**src/rtl/config_mux_if.sv**
```systemverilog
// ---------------------------------------------------------------------------
// config_mux_if
//
// Bundle of the data path and serial configuration chain signals of
// config_mux. Clock and reset are kept outside the interface.
//
// Parameter:
//   N_INPUTS      width of the candidate data vector
//
// Signals:
//   data_in       [N_INPUTS-1:0] candidate data bits          (master -> slave)
//   data_out      registered selected bit                     (slave -> master)
//   config_enable shift the configuration chain this cycle    (master -> slave)
//   config_in     serial configuration bit, selector LSB first (master -> slave)
//   config_out    chain output (shadow bit 0) for daisy-chain  (slave -> master)
//   config_latch  request transfer of shadow into active sel   (master -> slave)
//   config_ready  a full selector has been shifted in          (slave -> master)
//   config_error  sticky: a latch request was rejected         (slave -> master)
//
// Modports:
//   master  the side that drives data and configuration (bench / upstream)
//   slave   the multiplexer itself
// ---------------------------------------------------------------------------
interface config_mux_if #(
    parameter int N_INPUTS = 26
) ();

    logic [N_INPUTS-1:0] data_in;
    logic                data_out;
    logic                config_enable;
    logic                config_in;
    logic                config_out;
    logic                config_latch;
    logic                config_ready;
    logic                config_error;

    modport master (
        output data_in,
        output config_enable,
        output config_in,
        output config_latch,
        input  data_out,
        input  config_out,
        input  config_ready,
        input  config_error
    );

    modport slave (
        input  data_in,
        input  config_enable,
        input  config_in,
        input  config_latch,
        output data_out,
        output config_out,
        output config_ready,
        output config_error
    );

endinterface

```
**src/rtl/config_mux.sv**
```systemverilog
// ---------------------------------------------------------------------------
// config_mux
//
// Serially configured N_INPUTS:1 bit multiplexer. A selector is shifted in
// LSB first through a SEL_WIDTH-bit shadow register, then transferred to the
// active selector by a latch request once a full selector has been shifted.
// The selected bit is picked by a binary tree over the zero-padded input
// vector and registered on data_out.
//
// Parameters:
//   N_INPUTS   number of selectable inputs (2..256)
//   SEL_WIDTH  selector width, at least ceil(log2(N_INPUTS))
//
// Ports:
//   clock      single clock, rising edge
//   nreset     asynchronous active-low reset
//   bus        config_mux_if.slave: data_in, data_out, config_enable,
//              config_in, config_out, config_latch, config_ready,
//              config_error
//
// Build option:
//   CONFIG_MUX_PIPELINE_EN  when defined, a register is inserted after tree
//              stage SEL_WIDTH/2 (partial result plus remaining selector
//              bits), so data_out lags data_in by 2 cycles instead of 1.
//              The configuration chain behaves identically in both builds.
// ---------------------------------------------------------------------------
module config_mux #(
    parameter int N_INPUTS  = 26,
    parameter int SEL_WIDTH = 5
) (
    input  logic        clock,
    input  logic        nreset,
    config_mux_if.slave bus
);

    localparam int TREE_W = 2 ** SEL_WIDTH;
    localparam int CNT_W  = $clog2(SEL_WIDTH + 1);
    localparam logic [CNT_W-1:0] CNT_FULL = CNT_W'(SEL_WIDTH);

    // -----------------------------------------------------------------------
    // Elaboration-time parameter checks
    // -----------------------------------------------------------------------
    if (N_INPUTS < 2 || N_INPUTS > 256) begin : g_bad_inputs
        $error("config_mux: N_INPUTS=%0d outside legal range 2..256", N_INPUTS);
    end
    if (SEL_WIDTH < $clog2(N_INPUTS)) begin : g_bad_sel_width
        $error("config_mux: SEL_WIDTH=%0d too small for N_INPUTS=%0d", SEL_WIDTH, N_INPUTS);
    end

    // -----------------------------------------------------------------------
    // Configuration chain
    // -----------------------------------------------------------------------
    logic [SEL_WIDTH-1:0] shadow_d, shadow_q;
    logic [CNT_W-1:0]     count_d, count_q;
    logic [SEL_WIDTH-1:0] active_sel_d, active_sel_q;
    logic                 active_valid_d, active_valid_q;
    logic                 config_error_d, config_error_q;

    logic [SEL_WIDTH:0]   shift_w;
    logic                 ready_w;
    logic                 latch_ok_w;
    logic [CNT_W-1:0]     count_base_w;

    always_comb begin
        shadow_d       = shadow_q;
        count_d        = count_q;
        active_sel_d   = active_sel_q;
        active_valid_d = active_valid_q;
        config_error_d = config_error_q;

        // Concatenate-then-slice keeps the shift legal even for SEL_WIDTH=1.
        shift_w      = {bus.config_in, shadow_q};
        ready_w      = (count_q == CNT_FULL);
        latch_ok_w   = bus.config_latch && ready_w;
        // An accepted latch restarts the count; a shift in the same cycle
        // then counts as the first bit of the next selector.
        count_base_w = latch_ok_w ? '0 : count_q;

        // The latch always sees the shadow value from before this edge's shift.
        if (latch_ok_w) begin
            active_sel_d   = shadow_q;
            active_valid_d = 1'b1;
        end else if (bus.config_latch) begin
            config_error_d = 1'b1;
        end

        if (bus.config_enable) begin
            shadow_d = shift_w[SEL_WIDTH:1];
            if (count_base_w != CNT_FULL) begin
                count_d = count_base_w + CNT_W'(1);
            end else begin
                count_d = count_base_w;
            end
        end else begin
            count_d = count_base_w;
        end
    end

    always_ff @(posedge clock or negedge nreset) begin
        if (!nreset) begin
            shadow_q       <= '0;
            count_q        <= '0;
            active_sel_q   <= '0;
            active_valid_q <= 1'b0;
            config_error_q <= 1'b0;
        end else begin
            shadow_q       <= shadow_d;
            count_q        <= count_d;
            active_sel_q   <= active_sel_d;
            active_valid_q <= active_valid_d;
            config_error_q <= config_error_d;
        end
    end

    // -----------------------------------------------------------------------
    // Selection tree
    // -----------------------------------------------------------------------
    // Zero padding up to a power of two makes any selector >= N_INPUTS land
    // on a constant 0 without a separate range compare.
    logic [TREE_W-1:0] padded_w;

    if (TREE_W > N_INPUTS) begin : g_pad
        assign padded_w = {{(TREE_W - N_INPUTS){1'b0}}, bus.data_in};
    end else begin : g_no_pad
        assign padded_w = bus.data_in[TREE_W-1:0];
    end

`ifdef CONFIG_MUX_PIPELINE_EN
    localparam int PIPE_LVL = SEL_WIDTH / 2;
    localparam int PART_W   = 2 ** (SEL_WIDTH - PIPE_LVL);
    localparam int REM_W    = SEL_WIDTH - PIPE_LVL;

    logic [PART_W-1:0] part_d, part_q;
    logic [REM_W-1:0]  sel_rem_d, sel_rem_q;
    logic              valid_pipe_d, valid_pipe_q;
`endif

    // Stage gi halves its source using selector bit SEL_WIDTH-1-gi, so the
    // MSB decides first and the LSB picks the final bit.
    genvar gi;
    for (gi = 0; gi < SEL_WIDTH; gi++) begin : g_stage
        localparam int OUT_W = 2 ** (SEL_WIDTH - gi - 1);

        logic [2*OUT_W-1:0] src_w;
        logic               sel_bit_w;
        logic [OUT_W-1:0]   out_w;

        if (gi == 0) begin : g_src_first
`ifdef CONFIG_MUX_PIPELINE_EN
            if (PIPE_LVL == 0) begin : g_from_pipe
                assign src_w = part_q;
            end else begin : g_from_input
                assign src_w = padded_w;
            end
`else
            assign src_w = padded_w;
`endif
        end else begin : g_src_next
`ifdef CONFIG_MUX_PIPELINE_EN
            if (gi == PIPE_LVL) begin : g_from_pipe
                assign src_w = part_q;
            end else begin : g_from_prev
                assign src_w = g_stage[gi-1].out_w;
            end
`else
            assign src_w = g_stage[gi-1].out_w;
`endif
        end

`ifdef CONFIG_MUX_PIPELINE_EN
        // Stages behind the pipeline register must use the selector bits
        // that travelled with the partial result, never the live selector,
        // so a selector change cannot mix halves of two different choices.
        if (gi < PIPE_LVL) begin : g_sel_live
            assign sel_bit_w = active_sel_q[SEL_WIDTH-1-gi];
        end else begin : g_sel_piped
            assign sel_bit_w = sel_rem_q[SEL_WIDTH-1-gi];
        end
`else
        assign sel_bit_w = active_sel_q[SEL_WIDTH-1-gi];
`endif

        assign out_w = sel_bit_w ? src_w[2*OUT_W-1:OUT_W] : src_w[OUT_W-1:0];
    end

    logic tree_bit_w;
    assign tree_bit_w = g_stage[SEL_WIDTH-1].out_w[0];

    // -----------------------------------------------------------------------
    // Output register (and optional mid-tree register)
    // -----------------------------------------------------------------------
    logic data_out_d, data_out_q;

`ifdef CONFIG_MUX_PIPELINE_EN
    if (PIPE_LVL == 0) begin : g_tap_input
        always_comb part_d = padded_w;
    end else begin : g_tap_stage
        always_comb part_d = g_stage[PIPE_LVL-1].out_w;
    end

    always_comb begin
        sel_rem_d    = active_sel_q[REM_W-1:0];
        valid_pipe_d = active_valid_q;
        data_out_d   = valid_pipe_q & tree_bit_w;
    end

    always_ff @(posedge clock or negedge nreset) begin
        if (!nreset) begin
            part_q       <= '0;
            sel_rem_q    <= '0;
            valid_pipe_q <= 1'b0;
        end else begin
            part_q       <= part_d;
            sel_rem_q    <= sel_rem_d;
            valid_pipe_q <= valid_pipe_d;
        end
    end
`else
    always_comb begin
        data_out_d = active_valid_q & tree_bit_w;
    end
`endif

    always_ff @(posedge clock or negedge nreset) begin
        if (!nreset) begin
            data_out_q <= 1'b0;
        end else begin
            data_out_q <= data_out_d;
        end
    end

    assign bus.data_out     = data_out_q;
    assign bus.config_out   = shadow_q[0];
    assign bus.config_ready = ready_w;
    assign bus.config_error = config_error_q;

endmodule

```
**src/flat_wrapper.sv**
```systemverilog
// flat-port wrapper written by rule: the top's interface ports become plain ports
module config_mux_flat 
#(
    parameter int N_INPUTS  = 26,
    parameter int SEL_WIDTH = 5
)
  (clock, nreset, bus_data_in, bus_config_enable, bus_config_in, bus_config_latch, bus_data_out, bus_config_out, bus_config_ready, bus_config_error);
  config_mux_if #(.N_INPUTS(N_INPUTS)) bus_i ();
  input  logic clock;
  input  logic nreset;
  input wire logic [$bits(bus_i.data_in)-1:0] bus_data_in;
  input wire logic [$bits(bus_i.config_enable)-1:0] bus_config_enable;
  input wire logic [$bits(bus_i.config_in)-1:0] bus_config_in;
  input wire logic [$bits(bus_i.config_latch)-1:0] bus_config_latch;
  output wire logic [$bits(bus_i.data_out)-1:0] bus_data_out;
  output wire logic [$bits(bus_i.config_out)-1:0] bus_config_out;
  output wire logic [$bits(bus_i.config_ready)-1:0] bus_config_ready;
  output wire logic [$bits(bus_i.config_error)-1:0] bus_config_error;
  assign bus_i.data_in = bus_data_in;
  assign bus_i.config_enable = bus_config_enable;
  assign bus_i.config_in = bus_config_in;
  assign bus_i.config_latch = bus_config_latch;
  assign bus_data_out = bus_i.data_out;
  assign bus_config_out = bus_i.config_out;
  assign bus_config_ready = bus_i.config_ready;
  assign bus_config_error = bus_i.config_error;
  config_mux #(.N_INPUTS(N_INPUTS), .SEL_WIDTH(SEL_WIDTH)) u_core (.clock(clock), .nreset(nreset), .bus(bus_i));
endmodule
```
**config.mk**
```make
export PLATFORM = sky130hd
export DESIGN_NAME = config_mux_flat
export DESIGN_NICKNAME = d
export VERILOG_FILES = /design/src/rtl/config_mux_if.sv /design/src/rtl/config_mux.sv /design/src/flat_wrapper.sv
export SDC_FILE = /design/constraint.sdc
export NUM_CORES = 1
export LEC_CHECK = 0
export CORE_MARGIN = 8
export CORE_UTILIZATION = 45
export DETAILED_ROUTE_END_ITERATION = 12
export GPL_TIMING_DRIVEN = 0
export PLACE_DENSITY = 0.88
export SLEW_MARGIN = 5
export SYNTH_ARGS = -nofsm -noshare
export SYNTH_HDL_FRONTEND = slang
export SYNTH_SLANG_ARGS = --single-unit
```
**constraint.sdc**
```tcl
create_clock -name clock -period 3.6 [get_ports clock]
set_input_delay 0.72 -clock clock [delete_from_list [all_inputs] [get_ports clock]]
set_output_delay 0.72 -clock clock [all_outputs]
set_load 0.05 [all_outputs]
```
Word-level counts from Yosys, hierarchy flattened
Index checks and enable logic that the tools add are counted.
Storage, ports and cells
  input bits: 31
  output and inout bits: 4
  word-level logic and storage cells: 21
  bits in registers: 16
Cells by class
  add/subtract/negate cells: 1
  reductions and logical operators: 2
  eq/ne operators: 2
  bitwise logic cells: 2
  multiplexer cells: 8
Operators with widths (number)
  $mux W16: 1
  $mux W3: 3
  $mux W8: 1
  $mux W4: 1
  $add A3 B1 Y3 const B: 1
  $eq A3 B3 Y1 const B: 1
  $ne A3 B3 Y1 const B: 1
  $mux W2: 1
  $reduce_and A2 Y1: 1
  $and A1 B1 Y1: 1
  $logic_and A1 B1 Y1: 1
  $mux W1: 1
  $not A1 Y1: 1

Logic depth before layout (Yosys ltp)
Gate-level depths: netlist of run 1.
  depth after elaboration: 6
  depth in mapped cells: 6
  gate-level depth less buffers: 5

Worst setup path after synthesis of run 1
No wires, ideal clock.
  path type: input -> register
  start: input port bus_data_in[15]
  end: register u_core.data_out_q, in the netlist u_core.bus.data_out
  setup slack: 1871 ps
  data required time: 3470 ps
  cell stages on the path: 4
  arrival: 1599 ps
  cell sequence: mux4_2 and3b_1 a211oi_1 nor3_1
On the way
  longest elaborated chain between the ends: 6
Ends and longest elaborated chain
  start: declaration: RTL line flat_wrapper.sv:11  | input wire logic [$bits(bus_i.data_in)-1:0] bus_data_in;
  $mux W16: RTL line config_mux.sv:183  | assign out_w = sel_bit_w ? src_w[2*OUT_W-1:OUT_W] : src_w[OUT_W-1:0];
  $mux W8: RTL line config_mux.sv:183
  $mux W4: RTL line config_mux.sv:183
  $mux W2: RTL line config_mux.sv:183
  $mux W1: RTL line config_mux.sv:183
  $and A1 B1 Y1: RTL line config_mux.sv:220  | data_out_d = active_valid_q & tree_bit_w;
  named net u_core.data_out_d: RTL line config_mux.sv:192  | logic data_out_d, data_out_q;
  end signal: assignment: RTL line config_mux.sv:228  | data_out_q <= data_out_d;
  end: declaration: RTL line config_mux.sv:192
The timed path passes the listed nets, and every way through them passes these cells.
A chain may end at the register's enable or synchronous reset.

Worst setup path in the final report of run 1
  start: register u_core.count_q[2]
  end: output port bus_config_ready
On the way
  longest elaborated chain between the ends: 1
Ends and longest elaborated chain
  start: declaration: RTL line config_mux.sv:54  | logic [CNT_W-1:0] count_d, count_q;
  start signal: assignment: RTL line config_mux.sv:108  | count_q <= count_d;
  $eq A3 B3 Y1: RTL line config_mux.sv:73  | ready_w = (count_q == CNT_FULL);
  end: declaration: RTL line flat_wrapper.sv:17  | output wire logic [$bits(bus_i.config_ready)-1:0] bus_config_ready;
Every way passes these cells.

==> flow_summary.yaml, run 1 <==
cts:
  clockRootBuffer: "clkbuf_4"
  clkSinkCount: 16
  postCtsHoldBufs: 0
  cts_resized: 0
  clockBufferDepth: 2
  ctsHtreeMaxLevel: 1
  clkLatencyLatePin_ps: 270
  cts_buffers: 3
  post_cts_buffers: 0
  clk_pin_slew_ps: 90
  cts_tree: "built"
yosys:
  yosysWarnings: 0
  synth.cell_area_um2: 885
  syn-num-nets: 108
  ys_seq_area_share_pct: 45.3
  syn_avg_cell_area_um2: 11.5
  ys_seq_elements: 16
  syn_inst: 77
  synth.distinct_cells: 25
floorplanning:
  io_pins: 35
  dieArea_um2: 3640
  start_util_pct: 46.5
  die_width_um: 60.3
  core_area_um2: 1900
  rows: 16
  die_h_um: 60.3
flow_run:
  max-cap-violations: 0
finish:
  layout.nets: 146
  final_cells: 141
  diodes: 0
  syn2layout_area_growth_pct: 45.3
  layout_common_cells: "clkdlybuf4s50_1, dfrtp_1, mux2i_1, mux2_2, nand2_1"
  fillers: 159
  drive_above_1_share_pct: 15.8
  final_common_cell: "clkdlybuf4s50_1"
route:
  drc: 0
  first_pass_iters: 4
  drt_iter0_drc: 6
  drtAntennaViolNets: 0
  viasPerCell: 5.20
  wl_per_cell_um: 15.5
  dr_total_vias: 733
  drt_wl_total_um: 2180
critical_path:
  critical_path_class: "flop to primary output"
  r2r-start: "u_core.active_sel_q[3]"
  endpoint_kind: "primary output"
  rrSetupSlack_ps: 2010
  crit_arrival_ps: 1900
  critPathLaunch: "u_core.count_q[2]"
  slowest_delay_ps: 810
  rr_worst_depth: 5
  path_cells: "nor2b_1 > nand2_1 > inv_1 > clkdlybuf4s50_1"
  worst_r2r_endpoint: "u_core.bus.data_out"
  worstPathRequired_ps: 2880
  cpMaxStageDelayCell: "clkdlybuf4s50_1"
  startpoint_type: "flop"
  worstPathMaxFanout: 4
timing:
  rsz0062_at_grt: "no"
  period_share_pct: 72.7
  slew_violations: 0
  slew_headroom_pct: 52.7
  hold_viol: 0
  fmax_mhz: 382
  fin_setup_tns_ps: 0
  setup_violations: 0
  final.min_clock_period_ps: 2620
  clock_skew_ps: 0.488
  tightest_slew_ps: 708
power_and_ir_drop:
  seqPwrFrac_pct: 35.7
  sw_frac_of_total_pct: 36.7
  peakVddDrop_mv: 0.408
  powerDensity_nw_per_um2: 641
  combPwrFrac_pct: 50.7
  p_int_mw: 0.521
  power.switching_mw: 0.303
  power_frac_clock_pct: 13.6
  finalPower_mw: 0.824
  leakagePower_nw: 0.531
global_route:
  grt_usage_pct: 12.6
  grt_max_degree: 17
  grt_pass1_wl_um: 3550
  gr-total-overflow: 0
  antenna_found_initial: 0
  grt_pass1_vias: 823
hold_path:
  whs_path_depth: 1
  min-delay-start: "u_core.bus.config_error"
  min_to: "u_core.bus.config_error"
  worstHoldPathType: "flop to flop"
place:
  gp_congestion: 0.770
  dp_hpwl_um: 1800
  placed_cells: 137
  port_buffers: 33
outcome:
  status: "finished clean"
==> state kept, by name (all words and copies together), names as in the netlist <==
register,count
u_core.bus.config_error,1
u_core.active_sel_q,5
u_core.shadow_q,5
u_core.count_q,3
u_core.active_valid_q,1
u_core.bus.data_out,1
==> Yosys cell counts <==
cell      instances  share of area [%]
a22o_1            1               0.99
and3b_1           1               0.99
nor3b_1           2                1.7
a211oi_1          2                1.7
a21o_1            2                1.7
buf_2             2                1.1
a21oi_1           1               0.57
dfrtp_1          16                 45
nor2_1            3                1.3
o211ai_1          2                1.7
a221oi_1          1               0.99
mux2_2           10                 13
nor2b_1           2                1.4
mux2i_1          11                 12
buf_6             1                1.3
nand2b_1          2                1.4
inv_1             1               0.42
clkbuf_1          2               0.85
mux4_2            1                2.5
nor3_1            3                1.7
a22oi_1           1               0.85
nand2_1           4                1.7
o21ai_0           2                1.1
nand3b_1          3                2.5
o41ai_1           1               0.99
==> worst max-delay path, delay by kind of cell (launching register included) <==
kind	cells	cell delay, ps
AND/OR/NAND/NOR	2	320
buffers and inverters	2	890
flip-flops	1	400
==> metal layers <==
metal  part of all wire [%]  track usage, %
met4                   0.46            5.10
met2                     49            23.3
met1                     40            12.5
met3                     11            4.03
met5                      0               0
==> per-stage QoR <==
| stage | hold slack (ps) | cell area [um2] | worst slack, ps | utilization [%] |
|---|---|---|---|---|
| after CTS | 493 | 1280 | 948 | 67.6 |
| after detailed placement | 467 | 1250 | 1270 | 65.7 |
| after floorplan | 424 | 885 | 1870 | - |
| final | 485 | 1280 | 983 | 67.6 |
| after global routing | 506 | 1280 | 802 | 67.6 |
| after global placement | 444 | 1250 | 1320 | 65.7 |
==> cell families after synthesis <==
logic type,after synthesis,share of synthesized area (%)
and+or+nand+nor,20,12.7
AOI/OAI and AO/OA,13,10.6
muxes,22,27.7
DFF,16,45.3
buffers and inverters,6,3.68
==> worst max-delay path by stage <==
stage | to | slack [ps] | cells after the start
global placement | bus_config_ready | 1320 | 4
finish | bus_config_ready | 980 | 4
floorplan | u_core.bus.data_out | 1870 | 4
global route | bus_config_ready | 800 | 4
CTS | bus_config_ready | 950 | 4
detailed placement | bus_config_ready | 1270 | 4
==> power groups by stage <==
stage | clock (mW) | sequential (mW) | combinational (mW)
5_1_grt | 0.126 | 0.303 | 0.455
4_1_cts | 0.117 | 0.293 | 0.425
6_report | 0.112 | 0.294 | 0.418
3_3_place_gp | 0 | 0.292 | 0.408
3_5_place_dp | 0 | 0.297 | 0.424
2_1_floorplan | 0 | 0.317 | 0.281
==> area by class of cell <==
class                           instances  area (um2)  share of cell area (%)
Timing Repair Buffer                   33         330                    25.7
Buffer                                  5        28.8                    2.24
Clock buffer                            4        36.3                    2.82
Multi-Input combinational cell         55         452                    35.2
Sequential cell                        16         400                    31.2
Tap cell                               27        33.8                    2.63
Inverter                                1        3.75                   0.292
(Power assumes the default switching activity.)
==> run 2: changes to the inputs <==
Settings changed: CORE_UTILIZATION 45 to 42, PLACE_DENSITY 0.88 to 0.83.
Clock period 3.6 ns to 2.5 ns, I/O delays scaled along.
==> run 2 against run 1 <==
Sequential share of layout area decreased by 0.061 points. Total power is 44% higher. Routed wire length shrank 3.9%. Final cell count unchanged. First-iteration DRC count grew 17%. Register-to-register slack lost 1100 ps. Clock skew grew 1.6 ps. Clock power increased by 47%. Critical endpoint unchanged. Largest cell class unchanged. Highest routed layer unchanged.
==> flow_summary.yaml, run 2 (synthesis gave the netlist of run 1 again) <==
outcome:
  status: "finished clean"
cts:
  clk_pin_slew_ps: 90
  clockBufferDepth: 2
  clkSinkCount: 16
  ctsHtreeMaxLevel: 1
  postCtsHoldBufs: 0
  cts_tree: "built"
  clockRootBuffer: "clkbuf_4"
  clkLatencyLatePin_ps: 280
  cts_buffers: 3
flow_run:
  max-cap-violations: 0
power_and_ir_drop:
  sw_frac_of_total_pct: 36.8
  power_frac_clock_pct: 13.9
  combPwrFrac_pct: 50.4
  power.switching_mw: 0.436
  powerDensity_nw_per_um2: 921
  leakagePower_nw: 0.548
  peakVddDrop_mv: 0.536
  p_int_mw: 0.750
  seqPwrFrac_pct: 35.7
finish:
  drive_above_1_share_pct: 15.8
  syn2layout_area_growth_pct: 45.5
  final_common_cell: "clkdlybuf4s50_1"
  largestRegisters: "u_core.active_sel_q x5, u_core.shadow_q x5, u_core.count_q x3"
  fin_area_um2: 1290
  layout.nets: 146
  final_util_pct: 65.0
  layout_common_cells: "clkdlybuf4s50_1, dfrtp_1, mux2i_1, mux2_2, nand2_1"
  diodes: 0
timing:
  final.min_clock_period_ps: 2050
  rsz0062_at_grt: "no"
  hold_viol: 0
  setup_violations: 0
  setup_ws_ps: 455
  fmax_mhz: 489
  slew_headroom_pct: 53.3
  whs_ps: 470
  slew_violations: 0
  period_share_pct: 81.8
  tightest_slew_ps: 699
  fin_setup_tns_ps: 0
  clock_skew_ps: 2.04
route:
  met3_wirelength_um: 298
  drt_wl_total_um: 2100
  wl_per_cell_um: 14.9
  dr_total_vias: 723
  drc: 0
  drt_iter0_drc: 7
  wl_met1_um: 815
  met2_length_um: 977
  first_pass_iters: 4
  routed.top_layer: "met4"
  drtAntennaViolNets: 0
  viasPerCell: 5.13
critical_path:
  worstPathRequired_ps: 2000
  path_cells: "nor2b_1 > nand2_1 > inv_1 > dlymetal6s2s_1"
  worst_r2r_endpoint: "u_core.bus.data_out"
  cpMaxStageDelayCell: "dlymetal6s2s_1"
  cpLargestDelayFamily: "buffers and inverters"
  crit_arrival_ps: 1550
  crit_buf_inv: 2
  critPathLaunch: "u_core.count_q[2]"
  r2r-start: "u_core.active_sel_q[3]"
  critical_path_class: "flop to primary output"
  endpoint: "bus_config_ready"
  worstPathMaxFanout: 4
  rrSetupSlack_ps: 910
  startpoint_type: "flop"
  endpoint_kind: "primary output"
  path_depth: 4
  rr_worst_depth: 5
  slowest_delay_ps: 420
place:
  gp_congestion: 0.739
  port_buffers: 33
  placed_area_um2: 1250
  dp_hpwl_um: 1720
  post-place-ws_ps: 381
global_route:
  grt_usage_pct: 11.3
  grt_max_degree: 17
  gr-total-overflow: 0
  grt_pass1_vias: 765
  grt_pass1_wl_um: 3310
  antenna_found_initial: 0
floorplanning:
  core_area_um2: 1980
  io_pins: 35
  dieArea_um2: 3830
  start_util_pct: 44.6
  rows: 16
  die_width_um: 61.9
  die_h_um: 61.9
hold_path:
  worstHoldPathType: "flop to flop"
run 2: cell type report:
class | instances | area [um2]
buffer | 5 | 28.8
clock buffer | 4 | 36.3
fill | 168 | 694
inverter | 1 | 3.75
multi-input combinational | 55 | 452
sequential | 16 | 400
tap | 27 | 33.8
timing repair buffer | 33 | 333
run 2: worst min path at each step:
| stage | slack (ps) | cells past startpoint | to | start |
|---|---|---|---|---|
| after floorplan | 200 | 0 | u_core.active_sel_q[0] | nreset |
| after global placement | 440 | 1 | u_core.bus.config_error | u_core.bus.config_error |
| after detailed placement | 450 | 1 | u_core.bus.config_error | u_core.bus.config_error |
| after CTS | 480 | 1 | u_core.bus.config_error | u_core.bus.config_error |
| after global routing | 500 | 1 | u_core.bus.config_error | u_core.bus.config_error |
| final | 470 | 1 | u_core.bus.config_error | u_core.bus.config_error |
run 2: worst register-to-register path: cells and delay by family (launching register included):
kind,cells,cell delay (ps)
AO/OA/AOI/OAI,1,230
flip-flops,1,350
buffers and inverters,1,120
AND/OR/NAND/NOR,2,280
multiplexers,1,500
run 2: metal layers:
metal	global-route usage, %	up-vias
li1	-	359
met1	10.7	334
met5	0	-
met4	3.90	0
met2	20.8	28
met3	5.14	2
run 2: timing repair:
| action | 4_1_cts | 5_1_grt |
|---|---|---|
| setup buffers | 0 | 0 |
| endpoints found under the setup margin | 0 | 1 |
| gates resized for setup | 0 | 1 |
run 2: power groups by stage:
stage | clock network, mW | registers (mW) | logic (mW)
floorplan | 0 | 0.456 | 0.405
global route | 0.187 | 0.433 | 0.648
finish | 0.165 | 0.423 | 0.598
CTS | 0.173 | 0.422 | 0.608
detailed placement | 0 | 0.427 | 0.606
global placement | 0 | 0.421 | 0.589
run 2: through the flow:
stage               instances  power (mW)
CTS                       141        1.20
detailed placement        137        1.03
global placement          137        1.01
finish                    141        1.19
global route              141        1.27
floorplan                  77       0.861
